[config.mk]
export PLATFORM = sky130hd
export DESIGN_NAME = axi_wr_burst_engine
export DESIGN_NICKNAME = d
export VERILOG_FILES = /design/src/rtl/axi_wr_burst_engine.sv
export SDC_FILE = /design/constraint.sdc
export NUM_CORES = 1
export LEC_CHECK = 0
export ABC_AREA = 1
export CORE_MARGIN = 2
export CORE_UTILIZATION = 58
export CTS_CLUSTER_DIAMETER = 40
export DETAILED_ROUTE_END_ITERATION = 16
export PLACE_DENSITY = 0.81
export SETUP_SLACK_MARGIN = 0.3
export SYNTH_ARGS = -nofsm -noshare
export SYNTH_HDL_FRONTEND = slang
export SYNTH_SLANG_ARGS = --single-unit
[constraint.sdc]
create_clock -name ACLK_i -period 7.49 [get_ports ACLK_i]
set_input_delay 1.498 -clock ACLK_i [delete_from_list [all_inputs] [get_ports ACLK_i]]
set_output_delay 1.498 -clock ACLK_i [all_outputs]
set_load 0.05 [all_outputs]
[src/rtl/axi_wr_burst_engine.sv]
// AXI4 write front end: queues AW requests, expands each burst into per-beat
// {id, addr, data, strb} payloads for the bridge FIFO, and returns one B per burst.
module axi_wr_burst_engine #(
  parameter int ID_W     = 4,
  parameter int ADDR_W   = 12,
  parameter int DATA_W   = 32,
  parameter int AW_DEPTH = 4
) (
  input  logic                                     ACLK_i,
  input  logic                                     ARESET_i,
  input  logic [ID_W-1:0]                          AWID_i,
  input  logic [ADDR_W-1:0]                        AWADDR_i,
  input  logic [7:0]                               AWLEN_i,
  input  logic [2:0]                               AWSIZE_i,
  input  logic [1:0]                               AWBURST_i,
  input  logic                                     AWVALID_i,
  output logic                                     AWREADY_o,
  input  logic [DATA_W-1:0]                        WDATA_i,
  input  logic [DATA_W/8-1:0]                      WSTRB_i,
  input  logic                                     WLAST_i,
  input  logic                                     WVALID_i,
  output logic                                     WREADY_o,
  output logic [ID_W-1:0]                          BID_o,
  output logic [1:0]                               BRESP_o,
  output logic                                     BVALID_o,
  input  logic                                     BREADY_i,
  output logic                                     fifo_wvld_o,
  input  logic                                     fifo_wrdy_i,
  output logic [ID_W+ADDR_W+DATA_W+DATA_W/8-1:0]   fifo_wpayload_o
);

  localparam int STRB_W = DATA_W / 8;
  localparam int PTR_W  = $clog2(AW_DEPTH);
  localparam int AWE_W  = ID_W + ADDR_W + 13;
  localparam int XW     = ADDR_W + 16;
  localparam logic [2:0]       MAX_SIZE = 3'($clog2(STRB_W));
  localparam logic [PTR_W:0]   FULL_CNT = (PTR_W+1)'(AW_DEPTH);
  localparam logic [1:0] S_IDLE = 2'd0;
  localparam logic [1:0] S_DATA = 2'd1;
  localparam logic [1:0] S_RESP = 2'd2;

  logic [AWE_W-1:0]  q_mem [AW_DEPTH];
  logic [PTR_W-1:0]  wr_ptr_q, rd_ptr_q;
  logic [PTR_W:0]    cnt_q, cnt_d;
  logic              awready_q;
  logic              push, pop;

  logic [1:0]        state_q, state_d;
  logic [7:0]        beat_q, beat_d;
  logic              err_q, err_d;
  logic              beat_fire, last_beat;

  logic [ID_W-1:0]   id_q;
  logic [7:0]        len_q;
  logic [2:0]        size_q;
  logic [1:0]        burst_q;
  logic [ADDR_W-1:0] cur_addr_q, wb_q, wend_q, next_addr;

  logic [ID_W-1:0]   h_id;
  logic [ADDR_W-1:0] h_addr, h_wb;
  logic [7:0]        h_len;
  logic [2:0]        h_size;
  logic [1:0]        h_burst;
  logic [XW-1:0]     h_bytes, h_total, bytes_c;
  logic [ADDR_W-1:0] incr_addr, wrap_addr;
  logic              h_len_ok, h_err;

  assign push = AWVALID_i & awready_q;
  assign pop  = (state_q == S_IDLE) & (cnt_q != '0);
  assign {h_id, h_addr, h_len, h_size, h_burst} = q_mem[rd_ptr_q];

  // Burst legality and wrap window are decided once, when the head is popped.
  always_comb begin
    h_bytes  = XW'(1) << h_size;
    h_total  = h_bytes * (XW'(h_len) + XW'(1));
    h_wb     = h_addr & ~ADDR_W'(h_total - XW'(1));
    h_len_ok = (h_len == 8'd1) | (h_len == 8'd3) | (h_len == 8'd7) | (h_len == 8'd15);
    h_err    = (h_size > MAX_SIZE) | (h_burst == 2'b11) |
               ((h_burst == 2'b10) &
                (!h_len_ok | ((h_addr & ADDR_W'(h_bytes - XW'(1))) != '0)));
  end

  always_comb begin
    bytes_c   = XW'(1) << size_q;
    incr_addr = ADDR_W'((XW'(cur_addr_q) & ~(bytes_c - XW'(1))) + bytes_c);
    wrap_addr = cur_addr_q + ADDR_W'(bytes_c);
    if (wrap_addr == wend_q) wrap_addr = wb_q;
    case (burst_q)
      2'b00:   next_addr = cur_addr_q;
      2'b10:   next_addr = wrap_addr;
      default: next_addr = incr_addr;
    endcase
  end

  assign beat_fire = (state_q == S_DATA) & WVALID_i & fifo_wrdy_i;
  assign last_beat = (beat_q == len_q);
  assign cnt_d     = cnt_q + (PTR_W+1)'(push) - (PTR_W+1)'(pop);

  always_comb begin
    state_d = state_q;
    beat_d  = beat_q;
    err_d   = err_q;
    case (state_q)
      S_IDLE: begin
        if (pop) begin
          state_d = S_DATA;
          beat_d  = 8'd0;
          err_d   = h_err;
        end
      end
      S_DATA: begin
        if (beat_fire) begin
          beat_d = beat_q + 8'd1;
          if (WLAST_i != last_beat) err_d = 1'b1;
          if (last_beat) state_d = S_RESP;
        end
      end
      S_RESP: begin
        if (BREADY_i) begin
          err_d   = 1'b0;
          state_d = S_IDLE;
        end
      end
      default: state_d = S_IDLE;
    endcase
  end

  always_ff @(posedge ACLK_i) begin
    if (ARESET_i) begin
      state_q   <= S_IDLE;
      beat_q    <= 8'd0;
      err_q     <= 1'b0;
      cnt_q     <= '0;
      wr_ptr_q  <= '0;
      rd_ptr_q  <= '0;
      awready_q <= 1'b0;
    end else begin
      state_q   <= state_d;
      beat_q    <= beat_d;
      err_q     <= err_d;
      cnt_q     <= cnt_d;
      awready_q <= (cnt_d != FULL_CNT);
      if (push) wr_ptr_q <= wr_ptr_q + PTR_W'(1);
      if (pop)  rd_ptr_q <= rd_ptr_q + PTR_W'(1);
    end
  end

  // Queue storage and burst context carry no reset; control gates their use.
  always_ff @(posedge ACLK_i) begin
    if (push) q_mem[wr_ptr_q] <= {AWID_i, AWADDR_i, AWLEN_i, AWSIZE_i, AWBURST_i};
    if (pop) begin
      id_q       <= h_id;
      len_q      <= h_len;
      size_q     <= h_size;
      burst_q    <= h_burst;
      wb_q       <= h_wb;
      wend_q     <= h_wb + ADDR_W'(h_total);
      cur_addr_q <= h_addr;
    end else if (beat_fire) begin
      cur_addr_q <= next_addr;
    end
  end

  assign AWREADY_o       = awready_q;
  assign WREADY_o        = (state_q == S_DATA) & fifo_wrdy_i;
  assign fifo_wvld_o     = (state_q == S_DATA) & WVALID_i;
  assign fifo_wpayload_o = {id_q, cur_addr_q, WDATA_i, WSTRB_i};
  assign BVALID_o        = (state_q == S_RESP);
  assign BID_o           = BVALID_o ? id_q : '0;
  assign BRESP_o         = (BVALID_o & err_q) ? 2'b10 : 2'b00;

endmodule

==> impl_metrics.toml <==
[min_path]
hold_depth = 2
holdCritStartpoint = "err_q"
holdPathEnd = "err_q"
hold_path_class = "reg -> reg"

[placed_design]
hpwl_um = 23600
port_buffers = 60
gp_congestion = 0.969
placed_area_mm2 = 0.0134

[timing]
slew_headroom = 0.482
fmax_ghz = 0.152
finalHoldViolCount = 0
finalMaxSlewViolations = 0
hold_ws_ns = 0.485
skew_ns = 0.0152
period_share = 0.877
setup_violations = 0
rsz0062_at_grt = "no"
post-route-min-period_ns = 6.57
fin_tns_setup_ns = 0
tightest_slew_ns = 0.774

[floorplan]
dieArea_mm2 = 0.0233
std_cell_rows = 54
io_pins = 134
start_util = 0.589
die_h_um = 153
die_w_um = 153
core_area_mm2 = 0.0218

[grt]
grt_pass1_wl_um = 50500
grt_max_degree = 66
grt_pass1_vias = 10000
antenna_found_initial = 0
grt_usage = 0.272
grt_overflow = 0

[synthesis]
synth_cell_types = 55
yosysTopAreaCell = "edfxtp_1"
ys_ff_latch = 190
synth_edf_count = 169
synthArstFlopShare = 0
synth_top_cell_area_share = 0.396
syn_area_mm2 = 0.0128
synth_common_cells = "nand2_1, inv_1, edfxtp_1"
synth_area_leaders = "edfxtp_1, nand2_1, inv_1"
synthMostInstantiatedCell = "nand2_1"
synth_area_per_cell_um2 = 8.30
syn-num-nets = 1701
ys.flop_type = "edfxtp_1"
seq_area_frac_synth = 0.429
ys.warnings.count = 0
syn-instance-count = 1543

[critical_path]
reg2reg_depth = 32
cp-start-kind = "flip-flop"
crit_top_cell = "nand2_1"
critPathKind = "reg -> reg"
crit_path_end_kind = "flip-flop"
cp_data_required_time_ns = 7.69
rrSetupSlack_ns = 0.92
cp.arrival_ns = 6.77
crit_path_max_fanout = 65
critPathSlowestCell = "fa_1"
timing.rr.end = "wend_q[10]"
max_stage_delay_ns = 0.54

[clock_network]
htree_levels = 4
cts_tree = "built"
insertion_delay_ns = 0.44
cts-root-buf = "clkbuf_16"
cts_buffers = 17
cts_max_path_buffers = 2
clk_pin_slew_ns = 0.08
cts_setup_buffers = 0
clock-sinks = 190

[detailed_routing]
via_count = 10300
dr.pass1.iters = 9
wire_per_inst_um = 16.8
drc = 0
postRouteAntennaNets = 0
drtIter0Drc = 903
vias_per_cell = 5.56
routed_wl_um = 31300

[outcome]
outcome = "complete, no violations"

[final_layout]
n_antenna_cell = 0
final_cell_area_mm2 = 0.0140
syn_to_final_growth_pct = 9.26
drive_above_1_share = 0.0677
nets = 1725

[flow_run]
cap_viol_max_count = 0
==> final cells by class <==
cell class	count	area (um2)
Inverter	235	887
Timing Repair Buffer	70	683
Clock inverter	15	185
Multi-Input combinational cell	1053	5970
Sequential cell	190	5500
Fill cell	1805	7760
Clock buffer	17	425
Tap cell	280	350
==> metrics by stage <==
stage           util  cells  setup slack, ns
2_1_floorplan      -   1543             1.57
3_3_place_gp   0.615   1828            0.996
3_5_place_dp   0.615   1828            0.796
4_1_cts        0.643   1860            0.773
5_1_grt        0.643   1860            0.309
6_report       0.643   1860            0.922
==> logic make-up after synthesis <==
group | synth area share
compound gates | 0.0778
xor+xnor | 0.0216
fa+ha+maj | 0.106
buf+inv | 0.107
flops | 0.429
other cells | 0.000293
simple gates | 0.259
==> cells in the final DEF (no fill, tap or decap), drive strengths merged, types with 15 or more instances in the layout <==
cell           count
ha                49
clkdlybuf4s50     60
xor2              15
o21ai             72
nor2             145
fa                37
clkbuf            17
nor3              15
edfxtp           169
dfxtp             21
nand2            427
inv              240
nand3            123
a21oi             73
nand4             28
==> worst max-delay path, delay by kind of cell, from the launching register on <==
kind / cells / cell delay (ns)
buffers and inverters: 7 / 0.72
AOI/OAI and AO/OA: 1 / 0.10
and+or+nand+nor: 17 / 2.14
DFF: 1 / 0.37
adders and majority gates: 7 / 2.98
==> routing by layer <==
metal | part of all wire | GRT usage | up-vias
li1 | - | - | 5059
met1 | 0.40 | 0.334 | 4823
met2 | 0.50 | 0.483 | 377
met3 | 0.059 | 0.0390 | 90
met4 | 0.036 | 0.111 | 0
met5 | 0 | 0 | -
==> registers in the layout, summed over array words and instances (netlist names), 2 cells and up, named ones only <==
register and flops:
cnt_q 3, size_q 3, wr_ptr_q 2, wb_q 12, beat_q 8, wend_q 12, cur_addr_q 12, state_q 2
len_q 8, rd_ptr_q 2, id_q 4, q_mem 116, burst_q 2
==> worst max path at each step <==
stage                    from          to  slack [ns]  cells past startpoint
global placement    flip-flop  wend_q[11]         1.0                     34
floorplan           flip-flop  wend_q[10]        1.57                     32
detailed placement  flip-flop  wend_q[10]        0.80                     32
CTS                 flip-flop  wend_q[10]        0.77                     32
global route        flip-flop  wend_q[11]        0.31                     34
finish              flip-flop  wend_q[10]        0.92                     32
==> what timing repair did <==
item | in CTS | in global routing
hold buffers | 0 | 0
endpoints found under the setup margin | 0 | 3
resized for setup | 0 | 5
Power is not shown: default switching activity piles up to over one toggle a cycle in this logic, so the estimate is an artifact.
